File: src/rtl/fifo_rd_ptr_ctrl.sv
// Read-side controller of an async FIFO: synchronises the write gray pointer, owns the
// read pointer, sequences the 1-cycle RAM read and presents an FWFT valid/ready output.
module fifo_rd_ptr_ctrl #(
  parameter int PTR         = 8,
  parameter int DW          = 32,
  parameter int SYNC_STAGES = 2
) (
  input  logic           clk,
  input  logic           rst,
  input  logic [PTR:0]   wr_ptr_gray_in,
  output logic [PTR:0]   rd_ptr_gray,
  output logic           ram_rd_en,
  output logic [PTR-1:0] ram_rd_addr,
  input  logic [DW-1:0]  ram_rd_data,
  output logic [DW-1:0]  dout,
  output logic           dout_valid,
  input  logic           dout_ready,
  output logic           empty,
  output logic [PTR:0]   rd_level
);

  // Handshake: a word moves from dout to the consumer on every clock edge where
  // dout_valid and dout_ready are both high; dout/dout_valid hold while stalled.

  logic [PTR:0]  sync_q [SYNC_STAGES];
  logic [PTR:0]  sync_d [SYNC_STAGES];
  logic [PTR:0]  wr_gray_sync;
  logic [PTR:0]  wr_bin_sync;

  logic [PTR:0]  rd_bin_q, rd_bin_d;
  logic [PTR:0]  rd_gray_q, rd_gray_d;
  logic          pend_q, pend_d;
  logic [DW-1:0] skid_q, skid_d;
  logic          skid_valid_q, skid_valid_d;
  logic [DW-1:0] dout_q, dout_d;
  logic          dout_valid_q, dout_valid_d;

  logic [1:0]    occ;
  logic [1:0]    occ_after_pop;
  logic          pop;
  logic          issue;

  always_comb begin
    sync_d[0] = wr_ptr_gray_in;
    for (int i = 1; i < SYNC_STAGES; i++) begin
      sync_d[i] = sync_q[i-1];
    end
  end

  assign wr_gray_sync = sync_q[SYNC_STAGES-1];

  always_comb begin
    wr_bin_sync = '0;
    for (int i = 0; i <= PTR; i++) begin
      wr_bin_sync[i] = ^(wr_gray_sync >> i);
    end
  end

  assign empty    = (rd_gray_q == wr_gray_sync);
  assign rd_level = wr_bin_sync - rd_bin_q;

  // occ counts every word already committed to the output side, including one in flight.
  assign pop           = dout_valid_q & dout_ready;
  assign occ           = {1'b0, dout_valid_q} + {1'b0, skid_valid_q} + {1'b0, pend_q};
  assign occ_after_pop = occ - {1'b0, pop};
  assign issue         = !empty && (occ_after_pop < 2'd2);

  always_comb begin
    rd_bin_d  = rd_bin_q;
    rd_gray_d = rd_gray_q;
    pend_d    = issue;
    if (issue) begin
      rd_bin_d  = rd_bin_q + {{PTR{1'b0}}, 1'b1};
      rd_gray_d = rd_bin_d ^ (rd_bin_d >> 1);
    end
  end

  // Skid is only ever occupied while dout is, and never together with an in-flight read,
  // so landing data can simply fill whichever slot is free after the pop is applied.
  always_comb begin
    dout_d       = dout_q;
    dout_valid_d = dout_valid_q;
    skid_d       = skid_q;
    skid_valid_d = skid_valid_q;
    if (pop) begin
      if (skid_valid_q) begin
        dout_d       = skid_q;
        skid_valid_d = 1'b0;
      end else begin
        dout_valid_d = 1'b0;
      end
    end
    if (pend_q) begin
      if (!dout_valid_d) begin
        dout_d       = ram_rd_data;
        dout_valid_d = 1'b1;
      end else begin
        skid_d       = ram_rd_data;
        skid_valid_d = 1'b1;
      end
    end
  end

  always_ff @(posedge clk or posedge rst) begin
    if (rst) begin
      for (int i = 0; i < SYNC_STAGES; i++) begin
        sync_q[i] <= '0;
      end
      rd_bin_q     <= '0;
      rd_gray_q    <= '0;
      pend_q       <= 1'b0;
      skid_q       <= '0;
      skid_valid_q <= 1'b0;
      dout_q       <= '0;
      dout_valid_q <= 1'b0;
    end else begin
      for (int i = 0; i < SYNC_STAGES; i++) begin
        sync_q[i] <= sync_d[i];
      end
      rd_bin_q     <= rd_bin_d;
      rd_gray_q    <= rd_gray_d;
      pend_q       <= pend_d;
      skid_q       <= skid_d;
      skid_valid_q <= skid_valid_d;
      dout_q       <= dout_d;
      dout_valid_q <= dout_valid_d;
    end
  end

  assign rd_ptr_gray = rd_gray_q;
  assign ram_rd_en   = issue;
  assign ram_rd_addr = rd_bin_q[PTR-1:0];
  assign dout        = dout_q;
  assign dout_valid  = dout_valid_q;

endmodule
File: config.mk
export PLATFORM = sky130hd
export DESIGN_NAME = fifo_rd_ptr_ctrl
export DESIGN_NICKNAME = d
export VERILOG_FILES = /design/src/rtl/fifo_rd_ptr_ctrl.sv
export SDC_FILE = /design/constraint.sdc
export NUM_CORES = 1
export LEC_CHECK = 0
export ABC_AREA = 1
export CAP_MARGIN = 20
export CORE_MARGIN = 2
export CORE_UTILIZATION = 45
export DETAILED_ROUTE_END_ITERATION = 16
export GPL_ROUTABILITY_DRIVEN = 0
export PLACE_DENSITY = 0.74
export SETUP_SLACK_MARGIN = 0.1
export SLEW_MARGIN = 0
export SYNTH_ARGS = -nofsm -noshare
export SYNTH_HDL_FRONTEND = slang
export SYNTH_SLANG_ARGS = --single-unit
File: constraint.sdc
create_clock -name clk -period 2.71 [get_ports clk]
set_input_delay 0.271 -clock clk [delete_from_list [all_inputs] [get_ports clk]]
set_output_delay 0.271 -clock clk [all_outputs]
set_load 0.01 [all_outputs]
==> results.cfg, run 1 <==
[worst_setup_path]
path_buf_inv = 4
cp_max_fo = 3
path_cells = or2_4 > nand3_2 > nand3b_1 > buf_4 > nand3_2 > nand2_1 > inv_1 > ha_2 > inv_2 > fa_2 > nand3_2 > nand2_4 > a21oi_2 > xnor2_1 > buf_2
cp-end-kind = primary output
crit_family = simple AND/OR/NAND/NOR gates
crit_slowest_cell = dfrtp_1
crit_arrival_ps = 2710
cp-start-kind = flip-flop
worst_path_most_repeated_cell = nand3_2
critPathKind = reg -> out
critPathMaxStageDelay_ps = 400
critical_path_required_ps = 2440

[cts]
insertion_delay_ps = 350
ctsHoldBuffers = 0
clkTransAtPathRegs_ps = 100
cts_made_buffers = 9
clockBufferDepth = 2
cts.sinks = 102
root_buffer = clkbuf_8
tritoncts = yes
htree_num_levels = 3

[timing]
finalCritPeriodShare = 1.100
clock_skew_ps = 8.378
worst_slack_ps = -270.5
final_hold_viol_count = 0
finalSetupViolations = 7
period_minus_slack_ps = 2980
grt_setup_unrepaired = yes
slew_headroom = 0.3072
max_freq_ghz = 0.3355
maxSlewViolCount = 0
final.setup.tns_ps = -1471
worst_pin_slew_ps = 1038

[grt]
grt_max_degree = 66
antenna_found_initial = 0
grt-ovfl-total = 0
grt_pass1_vias = 4252
grt_pass1_wl_um = 19720
grt.total_usage = 0.2110

[status]
status = finished, violations left
violations = setup timing

[logic_synthesis]
synth_seq_cells = 102
synth_nets = 656
ys_warn_count = 0
synth_top_area_share = 0.5145
synth_largest_area_cell = dfrtp_1
avgSynthCellArea_um2 = 8.268
seq_area_frac_synth = 0.5145
syn_inst = 600
synthArstFlopShare = 1.000
synthTopCellsByArea = dfrtp_1 51%, nand2_1 15%, inv_1 5.6%, nor2_1 3.2%, nand3_1 3.0%
synth-main-ff-cell = dfrtp_1
synth_cell_types = 27
synth-edff-count = 0
synthTopCellsByCount = 194 x nand2_1, 102 x dfrtp_1, 74 x inv_1
yosysMostFrequentCell = nand2_1
netlist_area_mm2 = 0.004961

[route]
viasPerCell = 4.966
drt_iter0_drc = 245
ant_nets = 0
wirelength_um = 12110
first_pass_iters = 4
vias = 4355
wire_per_inst_um = 13.81
drc = 0

[floorplan]
die_h_um = 109.0
die_area_mm2 = 0.01188
core_area_mm2 = 0.01079
io_pins = 105
row_count = 38
die_w_um = 109.0
start_util = 0.4597

[finish]
fin_area_mm2 = 0.006683
syn_to_final_growth_pct = 34.70
finish.utilization = 0.6192
fillCellCount = 918
num-nets-final = 788
ff_latch_area_mm2 = 0.002552
layout-drive-gt1-share = 0.1303
multi_input_area_mm2 = 0.002117
antennaDiodeCount = 0

[power]
combPwrFrac = 0.539
clkPwrFrac = 0.126
power.density_mw_per_mm2 = 1135
switching_power_mw = 3.107
intPower_mw = 4.479
irDropWorstVdd_mv = 0.5376
p_sw_frac = 0.4096
power_mw = 7.586
p_leak_nw = 3.297
share_seq_of_total_power = 0.335

[placed_design]
io_buffers = 104
placed_cell_area_mm2 = 0.006339
post-dp-hpwl_um = 8370
dp_slack_ps = -354.2

[flow_run]
maxCapViolCount = 0

[worst_hold_path]
hold_path.class = in -> async
## worst reg2reg max path: cells and delay by family, from the launching register on
family | cells | cell delay, ps
AND/OR/NAND/NOR | 4 | 290
AO/OA/AOI/OAI | 1 | 190
flip-flops | 1 | 410
adder cells (fa/ha/maj) | 2 | 550
XOR/XNOR | 1 | 220
buffers and inverters | 3 | 290
## sequential cells by signal (all words and copies together), names as in the netlist
name	cells
dout	32
skid_q	32
rd_bin_q	9
sync_d	9
wr_gray_sync	9
rd_ptr_gray	8
dout_valid	1
pend_q	1
skid_valid_q	1
## cell usage in the layout, fill, tap and decap left out, types with 2 or more instances in the layout
cell,instances
nand3_1,27
o21ai_0,15
clkdlybuf4s50_1,94
nand2_2,7
a21o_1,2
buf_12,4
xnor2_1,14
o21ai_1,30
xor2_1,8
xnor2_2,3
clkbuf_8,9
nand2_4,3
nor2_1,42
a21oi_2,5
buf_4,31
dfrtp_1,102
inv_1,71
xor2_2,3
inv_2,2
nand4_1,3
nand3_2,3
inv_6,2
ha_1,9
nand2_1,186
o22ai_1,12
buf_2,8
a31oi_1,21
buf_6,5
a21oi_1,2
clkinv_4,2
## final cells by class
type                    count  area share
repair buffers            143      0.2033
clock inverters             6     0.01048
flip-flops and latches    102      0.3820
multi-input cells         402      0.3168
clock buffers              10     0.01910
well taps                 140     0.02621
inverters                  74     0.04213
## power by group through the flow
stage                     logic [mW]  registers (mW)  clock network, mW
after global routing            4.54            2.63               1.06
final                           4.09            2.54              0.956
after detailed placement        4.01            2.56                  0
after floorplan                 2.23            2.63                  0
after CTS                       4.02            2.54              0.991
after global placement          3.87            2.55                  0
## kinds of logic (layout without fill, tap and decap cells)
logic type | after synthesis | count (layout) | synth area share
simple gates | 275 | 275 | 0.2224
flops | 102 | 102 | 0.5145
buf+inv | 96 | 233 | 0.08323
compound gates | 87 | 87 | 0.09710
xor+xnor | 28 | 28 | 0.05095
fa+ha+maj | 12 | 12 | 0.03178
## through the flow
step | hold WS [ps] | std cells
2_1_floorplan | 302.4 | 600
6_report | 268.0 | 877
3_5_place_dp | 334.7 | 854
5_1_grt | 282.9 | 877
3_3_place_gp | 333.2 | 854
4_1_cts | 253.8 | 875
## final timing paths
kind	cells after the start	from	to	slack (ps)
min reg2reg	0	sync_d[3]	wr_gray_sync[3]	350
max reg2reg	11	dout_valid	rd_ptr_gray[6]	670
max in group asynchronous	3	rst	dout[18]	1820
min	2	rst	dout[12]	270
min in group clk	1	wr_ptr_gray_in[6]	sync_d[6]	350
max	15	wr_gray_sync[6]	rd_level[6]	-270
## layer usage
layer | vias up | routed length (um) | global-route usage
met3 | 17 | 792 | 0.04842
met2 | 140 | 6033 | 0.3500
met1 | 2052 | 5046 | 0.2738
met4 | 0 | 235 | 0.06868
met5 | - | 0 | 0
li1 | 2146 | - | -
## timing repair
item | CTS | global route
pin swaps | 15 | 11
endpoints found under the hold margin | 0 | 0
buffers inserted | 5 | 2
resized for setup | 57 | 13
setup endpoints to repair | 11 | 9
Power figures use the tool's default switching activity.
==> run 2: changes to the inputs <==
Settings changed: CORE_UTILIZATION 45 to 46, PLACE_DENSITY 0.74 to 0.75, SKIP_LAST_GASP set to 1.
==> results.cfg, run 2 (same netlist as run 1, synthesis figures left out) <==
[worst_setup_path]
cp-end-kind = primary output
crit_arrival_ps = 2700
rrSetupSlack_ps = 460
critPathKind = reg -> out
timing.rr.start = dout_valid
critPathMaxStageDelay_ps = 400
cp-start-kind = flip-flop
cp_max_fo = 4
path_buf_inv = 2
crit_family = simple AND/OR/NAND/NOR gates
path_cells = or2_4 > nand2_2 > nand2_2 > nand3b_1 > nand2_2 > buf_4 > xnor2_1 > ha_1 > nand3_1 > nand2_2 > nand4_1 > nand2_1 > nand2_1 > nand2_1 > buf_2
worst_path_most_repeated_cell = nand2_2
reg2reg_depth = 12
crit_slowest_cell = dfrtp_1
r2r_end = rd_ptr_gray[0]
critical_path_required_ps = 2440

[timing]
grt_setup_unrepaired = yes
final.setup.tns_ps = -1696
finalCritPeriodShare = 1.095
period_minus_slack_ps = 2967
finalHoldWorstSlack_ps = 346.0
final_hold_viol_count = 0
finalSetupViolations = 7
clock_skew_ps = 8.418
max_freq_ghz = 0.3371
worst_slack_ps = -256.5
slew_headroom = 0.6386
maxSlewViolCount = 0
worst_pin_slew_ps = 542.1

[power]
clkPwrFrac = 0.144
power.density_mw_per_mm2 = 1170
combPwrFrac = 0.529
p_leak_nw = 3.284
p_sw_frac = 0.3982
irDropWorstVdd_mv = 0.6083
share_seq_of_total_power = 0.326
switching_power_mw = 3.101
intPower_mw = 4.686

[grt]
grt.total_usage = 0.2107
grt_max_degree = 103
grt_pass1_vias = 4255
grt-ovfl-total = 0
grt_pass1_wl_um = 19460
antenna_found_initial = 0

[cts]
root_buffer = clkbuf_8
cts_made_buffers = 9
clkTransAtPathRegs_ps = 90
tritoncts = yes
insertion_delay_ps = 360
cts.sinks = 102
clockBufferDepth = 2
ctsHoldBuffers = 0
htree_num_levels = 3

[route]
wire_per_inst_um = 13.86
ant_nets = 0
wirelength_um = 12060
first_pass_iters = 4
viasPerCell = 5.057
drt_iter0_drc = 225
vias = 4400
drc = 0

[finish]
layout-drive-gt1-share = 0.1226
num-nets-final = 786
syn_to_final_growth_pct = 34.10
layout_common_cells = 183 x nand2_1, 102 x dfrtp_1, 94 x clkdlybuf4s50_1
final_common_cell = nand2_1
antennaDiodeCount = 0

[worst_hold_path]
whs_path_depth = 1
min_from = wr_ptr_gray_in[8]
min_to = sync_d[8]
hold_path.class = in -> reg

[status]
violations = setup timing
status = finished, violations left

[floorplan]
die_w_um = 107.9
start_util = 0.4763
core_area_mm2 = 0.01042
die_area_mm2 = 0.01163
io_pins = 105
die_h_um = 107.9
row_count = 37

[flow_run]
maxCapViolCount = 0

[placed_design]
io_buffers = 104
post-dp-hpwl_um = 8335
==> run 2: cell count changes in the layout (fill, tap and decap cells not counted), moves of 2 or more <==
cell / change
buf_4: +2
buf_6: -4
bufinv_16: +2
clkinv_4: -2
nand2_1: -3
nand2_2: +5
nand2_4: -2
==> run 2: worst reg2reg max path, delay by kind of cell, from the launching register on <==
kind                     cells  cell delay, ps
buffers and inverters        5             540
adder cells (fa/ha/maj)      2             530
flip-flops                   1             400
AND/OR/NAND/NOR              3             310
XOR/XNOR                     1             230
AO/OA/AOI/OAI                1             170
==> run 2: layer usage <==
layer | vias to the layer above | global-route usage | routed length, um
met5 | - | 0 | 0
met1 | 2101 | 0.2641 | 5098
li1 | 2153 | - | -
met2 | 128 | 0.3612 | 6073
met4 | 0 | 0.06868 | 218
met3 | 18 | 0.04722 | 672
==> run 2: area by class of cell <==
class | instances | area (um2)
clock buffer | 10 | 127.6
clock inverter | 5 | 106.4
fill | 878 | 3764
inverter | 74 | 281.5
multi-input combinational | 402 | 2078
sequential | 102 | 2552
tap | 136 | 170.2
timing repair buffer | 141 | 1336
==> run 2: power groups by stage <==
stage,clock network (mW),logic [mW],registers [mW]
after global placement,0,3.87,2.53
after global routing,1.21,4.55,2.61
after floorplan,0,2.23,2.63
after detailed placement,0,4.01,2.56
after CTS,1.15,4.02,2.54
final,1.13,4.12,2.54
==> run 2: repair_timing <==
| item | in CTS | in global routing |
|---|---|---|
| gates resized for setup | 53 | 7 |
| buffers inserted | 2 | 2 |
| pin swaps | 14 | 14 |
| endpoints found under the setup margin | 10 | 10 |
==> run 2: how the worst max path moves through the flow <==
stage / from / to / slack, ps / cells past startpoint
after floorplan: wr_gray_sync[6] / rd_level[6] / 220 / 15
after global placement: wr_gray_sync[6] / rd_level[6] / -230 / 16
after detailed placement: wr_gray_sync[6] / rd_level[6] / -410 / 16
after CTS: wr_gray_sync[7] / rd_level[7] / -240 / 15
after global routing: wr_gray_sync[6] / rd_level[7] / -380 / 15
final: wr_gray_sync[6] / rd_level[7] / -260 / 15
==> run 2: stage by stage <==
stage / utilization / instance area [um2] / setup WS (ps) / cells / total power, mW
2_1_floorplan: - / 4965 / 220.1 / 600 / 4.857
3_3_place_gp: 0.6049 / 6301 / -225.6 / 849 / 6.404
3_5_place_dp: 0.6049 / 6301 / -412.0 / 849 / 6.561
4_1_cts: 0.6306 / 6569 / -242.9 / 866 / 7.710
5_1_grt: 0.6387 / 6653 / -381.5 / 870 / 8.363
6_report: 0.6387 / 6653 / -256.5 / 870 / 7.787
==> run 3: changes to the inputs <==
Settings changed: GPL_ROUTABILITY_DRIVEN 0 to unset.
==> results.cfg, run 3 (same netlist as run 1, synthesis figures left out) <==
[status]
status = finished, violations left
violations = setup timing

[finish]
layout_common_cells = 184 x nand2_1, 102 x dfrtp_1, 94 x clkdlybuf4s50_1
layout-drive-gt1-share = 0.1370
syn_to_final_growth_pct = 35.03
final_common_cell = nand2_1
antennaDiodeCount = 0
num-nets-final = 788

[cts]
clockBufferDepth = 2
ctsHoldBuffers = 0
htree_num_levels = 3
cts.sinks = 102
insertion_delay_ps = 370
tritoncts = yes
clkTransAtPathRegs_ps = 100
cts_made_buffers = 9
root_buffer = clkbuf_8

[worst_setup_path]
timing.rr.start = dout_valid
endpoint = rd_level[6]
critical_path_required_ps = 2440
cp-start-kind = flip-flop
reg2reg_depth = 10
critPathLaunch = wr_gray_sync[6]
critPathKind = reg -> out
r2r_end = rd_ptr_gray[1]
rrSetupSlack_ps = 660
crit_arrival_ps = 2680
cp-end-kind = primary output
cp_max_fo = 3

[route]
drt_iter0_drc = 268
viasPerCell = 5.071
ant_nets = 0
wire_per_inst_um = 14.26
drc = 0
wirelength_um = 12450
first_pass_iters = 5
vias = 4427

[grt]
grt-ovfl-total = 0
grt_max_degree = 103
grt_pass1_wl_um = 20720
antenna_found_initial = 0
grt.total_usage = 0.2248
grt_pass1_vias = 4495

[placed_design]
post-dp-hpwl_um = 8662
io_buffers = 104
place.gp.congestion = 0.9049

[floorplan]
die_h_um = 107.9
start_util = 0.4763
core_area_mm2 = 0.01042
die_area_mm2 = 0.01163
row_count = 37
die_w_um = 107.9
io_pins = 105

[timing]
final_hold_viol_count = 0
max_freq_ghz = 0.3393
clock_skew_ps = 11.96
final.setup.tns_ps = -1170
finalHoldWorstSlack_ps = 338.7
finalSetupViolations = 7
worst_slack_ps = -236.9
slew_headroom = 0.6450
period_minus_slack_ps = 2947
finalCritPeriodShare = 1.087
worst_pin_slew_ps = 532.6
grt_setup_unrepaired = yes
maxSlewViolCount = 0

[power]
p_leak_nw = 3.298
power_mw = 7.637
power.density_mw_per_mm2 = 1140
irDropWorstVdd_mv = 0.6453

[flow_run]
maxCapViolCount = 0

[worst_hold_path]
hold_path.class = in -> reg
-- run 3: cell types whose count changed in the layout (fill, tap and decap cells not counted), moves of 2 or more --
cell	delta
buf_6	+3
bufinv_16	-3
clkinv_4	+2
ha_1	-2
ha_4	+2
xnor2_1	-2
-- run 3: cell type report --
cell class	count	area, um2
multi-input combinational	402	2143
clock inverter	6	51.30
clock buffer	10	137.6
timing repair buffer	143	1363
tap	136	170.2
fill	884	3717
sequential	102	2552
inverter	74	281.5
-- run 3: repair_timing --
| item | CTS | global route |
|---|---|---|
| endpoints found under the setup margin | 10 | 10 |
| setup buffers | 3 | 2 |
| pin swaps | 13 | 18 |
| gates resized for setup | 53 | 20 |
-- run 3: power breakdown --
group	internal (mW)	switching [mW]
combinational	1.96	2.22
sequential	2.14	0.385
clock	0.374	0.551
total	4.48	3.16
-- run 3: metal layers --
metal,up-vias,wire (um),track usage
met4,0,269,0.07509
met5,-,0,0
met2,128,6225,0.3765
met1,2129,5228,0.2885
met3,20,729,0.05085
li1,2150,-,-
-- run 3: worst min-delay path by stage --
stage,startpoint,end,slack (ps),depth (start not counted)
floorplan,wr_ptr_gray_in[0],sync_d[0],300,0
global placement,sync_d[2],wr_gray_sync[2],330,0
detailed placement,sync_d[1],wr_gray_sync[1],340,0
CTS,wr_ptr_gray_in[7],sync_d[7],320,1
global route,wr_ptr_gray_in[7],sync_d[7],310,1
finish,wr_ptr_gray_in[7],sync_d[7],340,1
-- run 3: worst max-delay path, stage by stage (launching register included) --
cell and delay, ps:
dfrtp_1 420, buf_4 170, nand2_2 90, nand2_2 70, nand2_2 80, nand2_2 70
nand2_2 70, nand2_2 60, nand2_1 60, nand2_1 50, inv_1 50, ha_2 160
inv_2 40, fa_2 350, nand3_2 90, nand2_2 70, a21oi_2 150, xnor2_1 120
buf_2 150
-- run 3: stage by stage --
step / instances / util / setup WS [ps] / instance area (um2)
finish: 873 / 0.6431 / -236.9 / 6699
global route: 873 / 0.6431 / -408.8 / 6699
CTS: 871 / 0.6315 / -222.0 / 6578
detailed placement: 852 / 0.6083 / -326.3 / 6336
global placement: 852 / 0.6083 / -220.2 / 6336
floorplan: 600 / - / 220.1 / 4965
